File: src/rtl/note_sequencer_if.sv
// rtl/note_sequencer_if.sv - controls, song ROM and note-timer signals of the note sequencer
interface note_sequencer_if #(
    parameter int SONG_W = 2,
    parameter int IDX_W  = 5,
    parameter int NOTE_W = 6,
    parameter int DUR_W  = 6
);
    logic                      play_pause;
    logic                      stop;
    logic [SONG_W-1:0]         song;
    logic                      beat;
    logic [SONG_W+IDX_W-1:0]   rom_addr;
    logic [NOTE_W+DUR_W-1:0]   rom_data;
    logic                      update_note_length;
    logic [DUR_W-1:0]          note_length;
    logic                      play;
    logic                      pause;
    logic                      note_did_end;
    logic [NOTE_W-1:0]         note;
    logic                      new_note;
    logic                      song_done;
    logic                      busy;

    modport master (
        input  play_pause, stop, song, beat, rom_data, note_did_end,
        output rom_addr, update_note_length, note_length, play, pause,
               note, new_note, song_done, busy
    );

    modport slave (
        output play_pause, stop, song, beat, rom_data, note_did_end,
        input  rom_addr, update_note_length, note_length, play, pause,
               note, new_note, song_done, busy
    );
endinterface

File: src/rtl/note_sequencer.sv
// rtl/note_sequencer.sv - walks a song in a synchronous ROM and feeds each note to the note timer
module note_sequencer #(
    parameter int SONG_W = 2,
    parameter int IDX_W  = 5,
    parameter int NOTE_W = 6,
    parameter int DUR_W  = 6
) (
    input  logic clk,
    input  logic reset,
    note_sequencer_if.master bus
);
    typedef enum logic [2:0] {
        S_IDLE,
        S_FETCH,
        S_WAIT,
        S_LOAD,
        S_PLAYING,
        S_DONE
    } state_e;

    state_e              state_q;
    logic [SONG_W-1:0]   song_q;
    logic [IDX_W-1:0]    idx_q;
    logic                paused_q;
    logic [NOTE_W-1:0]   note_q;
    logic                new_note_q;

    logic [DUR_W-1:0]    rom_dur;
    logic [NOTE_W-1:0]   rom_code;
    logic                load_ok;
    logic                in_song;

    assign rom_dur  = bus.rom_data[DUR_W-1:0];
    assign rom_code = bus.rom_data[NOTE_W+DUR_W-1:DUR_W];
    // stop wins over the LOAD actions, so the timer never sees a load on an abort cycle
    assign load_ok  = (state_q == S_LOAD) && (rom_dur != '0) && !bus.stop;
    assign in_song  = (state_q == S_FETCH) || (state_q == S_WAIT) ||
                      (state_q == S_LOAD)  || (state_q == S_PLAYING);

    always_ff @(posedge clk or posedge reset) begin
        if (reset) begin
            state_q    <= S_IDLE;
            song_q     <= '0;
            idx_q      <= '0;
            paused_q   <= 1'b0;
            note_q     <= '0;
            new_note_q <= 1'b0;
        end else begin
            new_note_q <= 1'b0;
            if (state_q != S_IDLE && bus.stop) begin
                state_q  <= S_IDLE;
                note_q   <= '0;
                paused_q <= 1'b0;
            end else begin
                case (state_q)
                    S_IDLE: begin
                        if (bus.play_pause) begin
                            song_q   <= bus.song;
                            idx_q    <= '0;
                            paused_q <= 1'b0;
                            state_q  <= S_FETCH;
                        end
                    end
                    S_FETCH: state_q <= S_WAIT;
                    S_WAIT:  state_q <= S_LOAD;
                    S_LOAD: begin
                        if (rom_dur == '0) begin
                            note_q  <= '0;
                            state_q <= S_DONE;
                        end else begin
                            note_q     <= rom_code;
                            new_note_q <= 1'b1;
                            state_q    <= S_PLAYING;
                        end
                    end
                    S_PLAYING: begin
                        // note_q is kept through the next fetch so there is no rest gap
                        if (bus.note_did_end) begin
                            if (&idx_q) begin
                                note_q  <= '0;
                                state_q <= S_DONE;
                            end else begin
                                idx_q   <= idx_q + 1'b1;
                                state_q <= S_FETCH;
                            end
                        end
                    end
                    S_DONE:  state_q <= S_IDLE;
                    default: state_q <= S_IDLE;
                endcase
                if (in_song && bus.play_pause) begin
                    paused_q <= ~paused_q;
                end
            end
        end
    end

    assign bus.rom_addr           = {song_q, idx_q};
    assign bus.update_note_length = load_ok;
    assign bus.note_length        = load_ok ? rom_dur : '0;
    assign bus.play               = (state_q == S_PLAYING) && bus.beat && !paused_q;
    assign bus.pause              = (state_q == S_PLAYING) && paused_q;
    assign bus.note               = note_q;
    assign bus.new_note           = new_note_q;
    assign bus.song_done          = (state_q == S_DONE) && !bus.stop;
    assign bus.busy               = (state_q != S_IDLE);
endmodule

File: src/flat_wrapper.sv
// flat-port wrapper written by rule: the top's interface ports become plain ports
module note_sequencer_flat 
#(
    parameter int SONG_W = 2,
    parameter int IDX_W  = 5,
    parameter int NOTE_W = 6,
    parameter int DUR_W  = 6
)
  (clk, reset, bus_play_pause, bus_stop, bus_song, bus_beat, bus_rom_data, bus_note_did_end, bus_rom_addr, bus_update_note_length, bus_note_length, bus_play, bus_pause, bus_note, bus_new_note, bus_song_done, bus_busy);
  note_sequencer_if #(.SONG_W(SONG_W), .IDX_W(IDX_W), .NOTE_W(NOTE_W), .DUR_W(DUR_W)) bus_i ();
  input  logic clk;
  input  logic reset;
  input wire logic [$bits(bus_i.play_pause)-1:0] bus_play_pause;
  input wire logic [$bits(bus_i.stop)-1:0] bus_stop;
  input wire logic [$bits(bus_i.song)-1:0] bus_song;
  input wire logic [$bits(bus_i.beat)-1:0] bus_beat;
  input wire logic [$bits(bus_i.rom_data)-1:0] bus_rom_data;
  input wire logic [$bits(bus_i.note_did_end)-1:0] bus_note_did_end;
  output wire logic [$bits(bus_i.rom_addr)-1:0] bus_rom_addr;
  output wire logic [$bits(bus_i.update_note_length)-1:0] bus_update_note_length;
  output wire logic [$bits(bus_i.note_length)-1:0] bus_note_length;
  output wire logic [$bits(bus_i.play)-1:0] bus_play;
  output wire logic [$bits(bus_i.pause)-1:0] bus_pause;
  output wire logic [$bits(bus_i.note)-1:0] bus_note;
  output wire logic [$bits(bus_i.new_note)-1:0] bus_new_note;
  output wire logic [$bits(bus_i.song_done)-1:0] bus_song_done;
  output wire logic [$bits(bus_i.busy)-1:0] bus_busy;
  assign bus_i.play_pause = bus_play_pause;
  assign bus_i.stop = bus_stop;
  assign bus_i.song = bus_song;
  assign bus_i.beat = bus_beat;
  assign bus_i.rom_data = bus_rom_data;
  assign bus_i.note_did_end = bus_note_did_end;
  assign bus_rom_addr = bus_i.rom_addr;
  assign bus_update_note_length = bus_i.update_note_length;
  assign bus_note_length = bus_i.note_length;
  assign bus_play = bus_i.play;
  assign bus_pause = bus_i.pause;
  assign bus_note = bus_i.note;
  assign bus_new_note = bus_i.new_note;
  assign bus_song_done = bus_i.song_done;
  assign bus_busy = bus_i.busy;
  note_sequencer #(.SONG_W(SONG_W), .IDX_W(IDX_W), .NOTE_W(NOTE_W), .DUR_W(DUR_W)) u_core (.clk(clk), .reset(reset), .bus(bus_i));
endmodule
File: config.mk
export PLATFORM = sky130hd
export DESIGN_NAME = note_sequencer_flat
export DESIGN_NICKNAME = d
export VERILOG_FILES = /design/src/rtl/note_sequencer_if.sv /design/src/rtl/note_sequencer.sv /design/src/flat_wrapper.sv
export SDC_FILE = /design/constraint.sdc
export NUM_CORES = 1
export LEC_CHECK = 0
export CAP_MARGIN = 40
export CORE_ASPECT_RATIO = 0.9
export CORE_MARGIN = 5
export CORE_UTILIZATION = 30
export CTS_BUF_LIST = sky130_fd_sc_hd__clkbuf_16
export CTS_CLUSTER_DIAMETER = 30
export DETAILED_ROUTE_END_ITERATION = 8
export PLACE_DENSITY = 0.67
export SLEW_MARGIN = 20
export SYNTH_ARGS = -nofsm -noshare
export SYNTH_HDL_FRONTEND = slang
export SYNTH_SLANG_ARGS = --single-unit
File: constraint.sdc
create_clock -name clk -period 1.83 [get_ports clk]
set_clock_uncertainty 0.1 [all_clocks]
set_input_delay 0.4575 -clock clk [delete_from_list [all_inputs] [get_ports clk]]
set_output_delay 0.4575 -clock clk [all_outputs]
set_load 0.1 [all_outputs]
Yosys cells after proc, flatten, opt, wreduce, memory -nomap -nowiden
Cells that the tools add are included.
{"block": "word_totals", "regBits": 18, "latch_bits": 0, "ram_bits": 0, "rom_bits": 0, "input_bits": 20, "output_inout_bits": 25, "mem_count": 0}
{"block": "classes", "n_addsub": 1, "mul": 0, "n_div": 0, "order_cmp": 0, "n_eq_ne": 11, "shift": 0, "mux": 23, "bitwise_logic": 2, "n_reduce_logical": 27}
{"op": "$mux W6", "count": 5}
{"op": "$mux W5", "count": 3}
{"op": "$pmux W3 S5", "count": 1}
{"op": "$mux W3", "count": 4}
{"op": "$pmux W6 S2", "count": 1}
{"op": "$reduce_bool A3 Y1", "count": 4}
{"op": "$pmux W5 S2", "count": 1}
{"op": "$reduce_and A5 Y1", "count": 2}
{"op": "$logic_and A1 B1 Y1", "count": 8}
{"op": "$mux W1", "count": 8}
{"op": "$eq A3 B2 Y1 const B", "count": 2}
{"op": "$eq A3 B3 Y1 const B", "count": 2}
{"op": "$logic_not A6 Y1", "count": 1}
{"op": "$ne A2 B2 Y1 const B", "count": 3}
{"op": "$ne A3 B3 Y1 const B", "count": 2}
{"op": "$reduce_and A3 Y1", "count": 2}
{"op": "$reduce_bool A6 Y1", "count": 1}
{"op": "$add A5 B1 Y5 const B", "count": 1}
{"op": "$reduce_and A2 Y1", "count": 2}
{"op": "$eq A3 B1 Y1 const B", "count": 1}
{"op": "$logic_not A3 Y1", "count": 1}
{"op": "$logic_or A1 B1 Y1", "count": 3}
{"op": "$ne A3 B2 Y1 const B", "count": 1}
{"op": "$logic_not A1 Y1", "count": 2}
{"op": "other kinds (2)", "count": 3}

Logic depth before layout (Yosys ltp)
Gate-level depths: netlist (run 1).
{"block": "logic_depth", "depth_word": 7, "depth_mapped": 7, "ltp_nobuf": 7}

Worst setup path after synthesis (run 1)
OpenSTA, ideal clock, no wires.
{"block": "synth_timing", "path_type": "input-to-output", "from": "in bus_stop", "to": "out bus_song_done", "arrival_time_ns": 3.766, "slack_ns": -2.494, "path_stages": 2, "n_path_buf": 1, "cell_sequence": "clkbuf_1 > nor4b_1"}
{"block": "synth_between", "elab_chain_len": 2}
{"item": "start: declaration", "line_no": "flat_wrapper.sv:14", "source": "input wire logic [$bits(bus_i.stop)-1:0] bus_stop;"}
{"item": "$logic_not A1 Y1", "line_no": "note_sequencer.sv:105", "source": "assign bus.song_done = (state_q == S_DONE) && !bus.stop;"}
{"item": "$logic_and A1 B1 Y1", "line_no": "note_sequencer.sv:105"}
{"item": "end: declaration", "line_no": "flat_wrapper.sv:26", "source": "output wire logic [$bits(bus_i.song_done)-1:0] bus_song_done;"}
No other way between the ends.

Worst setup path after layout (run 1)
{"block": "layout_timing", "from": "reg u_core.state_q[2]", "to": "out bus_update_note_length"}
{"block": "layout_between", "elab_chain_len": 3}
{"item": "start: declaration", "line_no": "note_sequencer.sv:21", "source": "state_e state_q;"}
{"item": "start signal: assignment", "line_no": "note_sequencer.sv:42", "source": "state_q <= S_IDLE;"}
{"item": "start signal: assignment", "line_no": "note_sequencer.sv:51", "source": "state_q <= S_IDLE;"}
{"item": "start signal: assignment", "line_no": "note_sequencer.sv:61", "source": "state_q <= S_FETCH;"}
{"item": "$eq A3 B2 Y1", "line_no": "note_sequencer.sv:36", "source": "assign load_ok = (state_q == S_LOAD) && (rom_dur != '0) && !bus.stop;"}
{"item": "$logic_and A1 B1 Y1 (2 in series)", "line_no": "note_sequencer.sv:36"}
{"item": "end: declaration", "line_no": "flat_wrapper.sv:20", "source": "output wire logic [$bits(bus_i.update_note_length)-1:0] bus_update_note_length;"}
No other way between the ends.

==> results by group, run 1 <==
Clocking
  – CTS tree: yes
  – CTS sink count: 18
  – Clock tree buffer depth: 2
  – Clock slew at reported path FFs: 0.06 ns
  – CTS Buf Count: 3
  – Root buf cell: clkbuf_16
  – H-Tree Level Count: 1
  – Clk_lat worst skew: 0.25 ns
  – CTS Hold Bufs: 0

Timing
  – Final Cycle Share: 109%
  – RSZ-0062 raised after global routing: true
  – Min Clock Period, post-route: 2.00 ns
  – Worst relative slew slack: 78.3%
  – Worst setup margin: -0.174 ns
  – Final count of negative-setup-slack endpoints: 11
  – Final Hold Fails: 0
  – Worst hold slack: 0.331 ns
  – Final Max Tran Viols: 0
  – Worst slew pin tran: 0.324 ns
  – Max Clk Rate: 499 MHz

Worst setup path
  – Setup crit end kind: primary output
  – Cell repeated most along the worst path: nor2b_4
  – CP required: 1.27 ns
  – FF-to-FF setup slack: 0 ns
  – Startpoint type of the worst setup path: flop
  – Critical path class: reg2out
  – CP Data Arrival Time: 1.45 ns
  – Max stage delay cell, worst path: dfrtp_2
  – Max incr delay on CP: 0.43 ns
  – Cell Chain, Critical Path: nor2b_4 > and3b_2 > nor2b_4 > buf_12
  – CP max FO: 8

Place
  – Port Buffers: 44
  – RD Place Congestion: 0.782
  – HPWL after DPL: 2.31 mm

Global route
  – Grt total ovfl: 0
  – First-pass GRT wire length: 4.89 mm
  – Total GRT Usage: 13.0%
  – Largest net degree at the start of global routing: 13
  – Initial antenna violation count: 0
  – Vias in the first global route: 1044

Logic synthesis
  – Async SR Flop Fraction: 100%
  – Post-Syn Area per Cell: 9.93 sq um
  – Commonest register cell after synthesis: dfrtp_1
  – Number of register bits inferred by synthesis: 18
  – Synth cell types: 35
  – Net Count, Synth: 131
  – Mapped Area: 1080 sq um
  – Yosys Warn Count: 0
  – Post-synth EDFFs: 0
  – Synthesized netlist cell count: 109
  – Sequential fraction of the synthesis area: 41.6%

Die
  – Die Wd: 73.3 microns
  – Die ar.: 4910 sq um
  – # IOs: 45
  – Initial Util: 31.6%
  – Core ar.: 3430 sq um
  – # rows: 20
  – Height of the die: 67.0 microns

Pwr
  – Cell Int Power: 1800 uW
  – Combinational Power Share: 67.7%
  – Total power: 3520 uW
  – Sequential power share: 19.7%
  – Max VDD drop: 0.955 mV
  – Sw Share: 48.8%
  – Pwr/cell area: 1610 nW/um^2
  – Psw: 1720 uW
  – Leak pwr: 0.000958 uW
  – Clk network pwr share: 12.6%

Finish
  – Nets@finish: 200
  – Layout cell share with drive strength beyond 1: 50.3%
  – N_diodes: 0
  – Area Growth Syn to Fin: 103%

Detailed routing
  – Post-DRT Antenna Nets: 0
  – Routed Wire Length: 3.12 mm
  – Vias: 1031
  – Wire per inst: 14.1 microns
  – DRC violations left: 0
  – DR pass1 iterations: 4
  – Initial DRC Count: 40
  – DR vias/cell: 4.67

Worst hold path
  – Hold WC Path Type: in2async

Outcome
  – Failing checks: negative setup slack
  – Status: complete, but fails checks

Flow run
  – MaxCap Viol Count: 0
cell usage after synthesis (2+ instances only):
library cell,instances,share of area [%]
dfrtp_1,18,42
nand2_1,15,5.2
inv_1,10,3.5
and2_1,9,5.2
mux2i_1,7,6.5
a21oi_1,4,1.8
nor2_1,4,1.4
o21ai_1,4,1.8
nor2b_1,3,1.7
o21ai_0,3,1.4
and3_1,2,1.2
and3b_1,2,1.6
buf_6,2,2.1
ha_1,2,2.3
mux2_2,2,2.1
nand3_1,2,0.92
xor2_1,2,1.6
cell type report:
type	count	area, sq um
clock inverters	1	3.75
multi-input cells	77	671
repair buffers	68	886
clock buffers	3	75.1
fillers	242	1240
inverters	10	37.5
flip-flops and latches	18	464
well taps	44	55.1
logic make-up after synthesis:
family          count (synthesis)  share of synthesized area, %
compound gates                 17                          12.4
xor+xnor                        3                          2.43
fa+ha+maj                       2                          2.31
buf+inv                        14                          6.59
flops                          18                          41.6
mux                             9                          8.56
simple gates                   46                          26.1
power groups by stage:
stage                     logic [uW]  clock network, uW  registers (uW)
after floorplan                  838                  0            1300
after global placement          2170                  0             702
after detailed placement        2200                  0             705
after CTS                       2260                451             708
after global routing            2490                477             714
final                           2380                443             694
registers in the layout (all words and copies together) (netlist names):
name / count
u_core.bus.new_note: 1
u_core.state_q: 3
u_core.song_q: 2
u_core.idx_q: 5
u_core.paused_q: 1
u_core.bus.note: 6
worst max-delay path, delay by kind of cell, from the launching register on:
family / cells / cell delay [ns]
AND/OR/NAND/NOR: 3 / 0.58
flip-flops: 1 / 0.43
buffers and inverters: 1 / 0.18
routing by layer:
layer  GRT usage, %  routed length [microns]
met1           16.3                     1260
met2           22.3                     1650
met3           3.02                      169
met4           3.39                       42
met5              0                        0
final timing paths:
kind,cells past startpoint,end,startpoint
max in group asynchronous,3,u_core.idx_q[0],reset
setup reg to reg,7,u_core.bus.note[0],u_core.state_q[0]
hold / removal,2,u_core.bus.note[4],reset
setup / recovery,4,bus_update_note_length,u_core.state_q[2]
min in group clk,2,u_core.bus.note[5],u_core.bus.note[5]
hold reg to reg,2,u_core.bus.note[5],u_core.bus.note[5]
metrics by stage:
stage	utilization, %	cell area, sq um	TNS [ns]	worst slack, ns	instances
finish	63.9	2190	-1.43	-0.174	221
global route	63.9	2190	-2.40	-0.242	221
CTS	62.0	2130	-1.45	-0.202	216
detailed placement	58.8	2010	-4.62	-0.393	208
global placement	58.8	2010	-4.18	-0.368	208
floorplan	-	1210	-1.29	-0.425	109
layout by cell type (no fill, tap or decap), drive strengths merged:
cell type      Yosys  routed
buf                3      49
dfrtp             18      18
nand2             15      15
clkdlybuf4s50      0      12
inv               10      10
and2               9       9
mux2i              7       7
dlygate4sd2        0       7
o21ai              7       7
nor2               5       5
a21oi              4       4
nor2b              4       4
clkbuf             1       3
nor3b              2       2
nand3              2       2
xor2               2       2
mux2               2       2
ha                 2       2
nor3               2       2
and3               2       2
and3b              2       2
a22oi              1       1
nor4               1       1
o21a               1       1
a211oi             1       1
a31oi              1       1
o211ai             1       1
nand3b             1       1
nor4b              1       1
o32a               1       1
xnor2              1       1
clkinv             0       1
repair_timing:
item                       in CTS  in global routing
pin swaps                       8                  8
setup endpoints to repair      11                 17
gates resized for setup        14                  3
setup buffers                   4                  6
No activity file was read; power rests on OpenSTA's default activity.
==> run 2, diff against run 1 <==
Settings changed: CORE_UTILIZATION 30 to 38, PLACE_DENSITY 0.67 to 0.8, RECOVER_POWER set to 100.
==> run 2 against run 1 <==
The flow still finishes with violations (negative setup slack). Utilization rose by 11 points. Critical path depth did not move. Die area fell by 18%. First-iteration DRC count rose by 68%. Hold slack improved by 0.074 ns. Final area fell by 5.8%. Largest power group unchanged. Highest routed layer unchanged.
==> results by group, run 2 (same netlist as run 1, synthesis figures left out) <==
Worst setup path
  – CP required: 1.27 ns (about the same)
  – Startpoint type of the worst setup path: flop
  – Max stage delay cell, worst path: dfrtp_1
  – Max incr delay on CP: 0.40 ns (-0.03 ns)
  – Cell Chain, Critical Path: nor2b_4 > and3b_2 > nor2b_4 > buf_12
  – CP Data Arrival Time: 1.47 ns (+0.02 ns)
  – CP max FO: 8 (unchanged)
  – Cell repeated most along the worst path: nor2b_4
  – Critical path class: reg2out
  – Setup crit end kind: primary output

Clocking
  – Clock slew at reported path FFs: 0.05 ns (about the same)
  – Root buf cell: clkbuf_16
  – CTS Hold Bufs: 0 (unchanged)
  – Clock tree buffer depth: 2 (unchanged)
  – CTS tree: yes
  – CTS Buf Count: 3 (unchanged)
  – Clk_lat worst skew: 0.25 ns (about the same)
  – H-Tree Level Count: 1 (unchanged)
  – CTS sink count: 18 (unchanged)

Die
  – # IOs: 45 (unchanged)
  – Initial Util: 39.4% (+7.8 points)
  – Die ar.: 4020 sq um (-18%)
  – Core ar.: 2750 sq um (-20%)
  – Height of the die: 60.6 microns (-9.5%)
  – Die Wd: 66.3 microns (-9.6%)
  – # rows: 18 (-10%)

Global route
  – Largest net degree at the start of global routing: 19 (+6)
  – First-pass GRT wire length: 6.17 mm (+26%)
  – Grt total ovfl: 0 (unchanged)
  – Initial antenna violation count: 0 (unchanged)
  – Total GRT Usage: 20.9% (+7.8 points)
  – Vias in the first global route: 1190 (+14%)

Finish
  – Commonest non-fill, non-tap cell in the layout: buf_4
  – Commonest cells after routing, fill and taps aside: buf_4 (21), buf_12 (17), nand2_1 (15)
  – N_diodes: 0 (unchanged)
  – Nets@finish: 202 (+1.0%)
  – Layout cell share with drive strength beyond 1: 49.7% (-0.56 points)
  – Post-layout util: 75.1% (+11 points)
  – Area Growth Syn to Fin: 90.8%
  – Fill cells: 188 (-22%)
  – Finished Layout Cells: 219 (-0.90%)
  – Max FFs per register: 6 (unchanged)

Place
  – HPWL after DPL: 2.70 mm (+17%)
  – Setup WS pre-CTS: -0.384 ns (+0.00876 ns)
  – Port Buffers: 44 (unchanged)
  – RD Place Congestion: 0.771 (-1.5%)
  – DP Cell Count: 202 (-2.9%)

Detailed routing
  – Initial DRC Count: 67 (+68%)
  – Post-DRT Antenna Nets: 0 (unchanged)
  – Wire per inst: 17.2 microns (+22%)
  – DR vias/cell: 4.98 (+6.7%)
  – Vias: 1090 (+5.7%)
  – DRC violations left: 0 (unchanged)
  – DR pass1 iterations: 4 (unchanged)
  – Routed Wire Length: 3.77 mm (+21%)

Pwr
  – Max VDD drop: 1.04 mV (+9.4%)
  – Pwr/cell area: 1620 nW/um^2 (+0.88%)
  – Leak pwr: 0.000931 uW (-2.8%)

Worst hold path
  – Hold WC Path Type: reg2reg

Timing
  – Worst slew pin tran: 1.02 ns (+0.696 ns)
  – Final Cycle Share: 111% (+1.1 points)
  – Min Clock Period, post-route: 2.02 ns (+0.0203 ns)
  – Final count of negative-setup-slack endpoints: 16 (+5)
  – Worst hold slack: 0.405 ns (+0.0739 ns)
  – RSZ-0062 raised after global routing: true
  – Max Clk Rate: 494 MHz (-1.0%)
  – Worst setup margin: -0.194 ns (-0.0203 ns)
  – Final Hold Fails: 0 (unchanged)
  – Worst relative slew slack: 32.0% (-46 points)
  – Final Max Tran Viols: 0 (unchanged)

Outcome
  – Status: complete, but fails checks
  – Failing checks: negative setup slack

Flow run
  – MaxCap Viol Count: 0 (unchanged)
==> run 2: changes by cell type in the layout (fill, tap and decap cells not counted), sizes merged <==
cell,before,now
clkinv,1,0
inv,10,11
buf,49,41
clkbuf,3,13
==> run 2: worst max-delay path, delay by kind of cell, from the launching register on <==
family / cells / cell delay, ns
DFF: 1 / 0.40
and+or+nand+nor: 3 / 0.63
buffers and inverters: 1 / 0.18
==> run 2: per-stage QoR <==
stage / instance area [sq um] / setup TNS [ns] / power, uW
6_report: 2060 / -1.80 / 3350
5_1_grt: 2060 / -3.23 / 3500
4_1_cts: 2180 / -1.58 / 3600
3_5_place_dp: 2010 / -4.93 / 2960
3_3_place_gp: 2010 / -4.10 / 2890
2_1_floorplan: 1210 / -1.29 / 2140
==> run 2: power by group <==
| group | total, uW | switching, uW | internal [uW] |
|---|---|---|---|
| clock | 448 | 157 | 291 |
| combinational | 2240 | 1460 | 782 |
| sequential | 654 | 121 | 533 |
| total | 3350 | 1740 | 1610 |
==> run 2: timing repair <==
| item | 4_1_cts | 5_1_grt |
|---|---|---|
| hold endpoints to repair | 0 | 0 |
| pin swaps | 12 | 11 |
| setup buffers | 10 | 5 |
| gates resized for setup | 14 | 4 |
| endpoints found under the setup margin | 15 | 24 |
| cloned | 0 | 0 |
==> run 2: path summary, 6_finish.rpt <==
kind / startpoint / end / slack (ns) / cells after the start
setup / recovery: u_core.state_q[1] / bus_update_note_length / -0.19 / 4
hold / removal: u_core.song_q[0] / u_core.song_q[0] / 0.41 / 1
setup reg to reg: u_core.idx_q[1] / u_core.idx_q[3] / -0.05 / 7
hold reg to reg: u_core.song_q[0] / u_core.song_q[0] / 0.41 / 1
max in group asynchronous: reset / u_core.idx_q[1] / 0.16 / 3
min in group asynchronous: reset / u_core.bus.note[0] / 0.74 / 3
==> run 2: layout make-up <==
cell class | count | area (sq um) | share of cell area, %
clock buffer | 3 | 75.1 | 3.64
clock inverter | 1 | 3.75 | 0.182
inverter | 10 | 37.5 | 1.82
multi-input combinational | 77 | 676 | 32.7
sequential | 18 | 463 | 22.4
tap | 40 | 50.0 | 2.42
timing repair buffer | 70 | 759 | 36.8
==> run 2: routing by layer <==
layer	wire length [microns]	track usage, %
met3	123	4.07
met5	0	0
met2	2070	38.3
met4	31	7.83
met1	1540	24.2
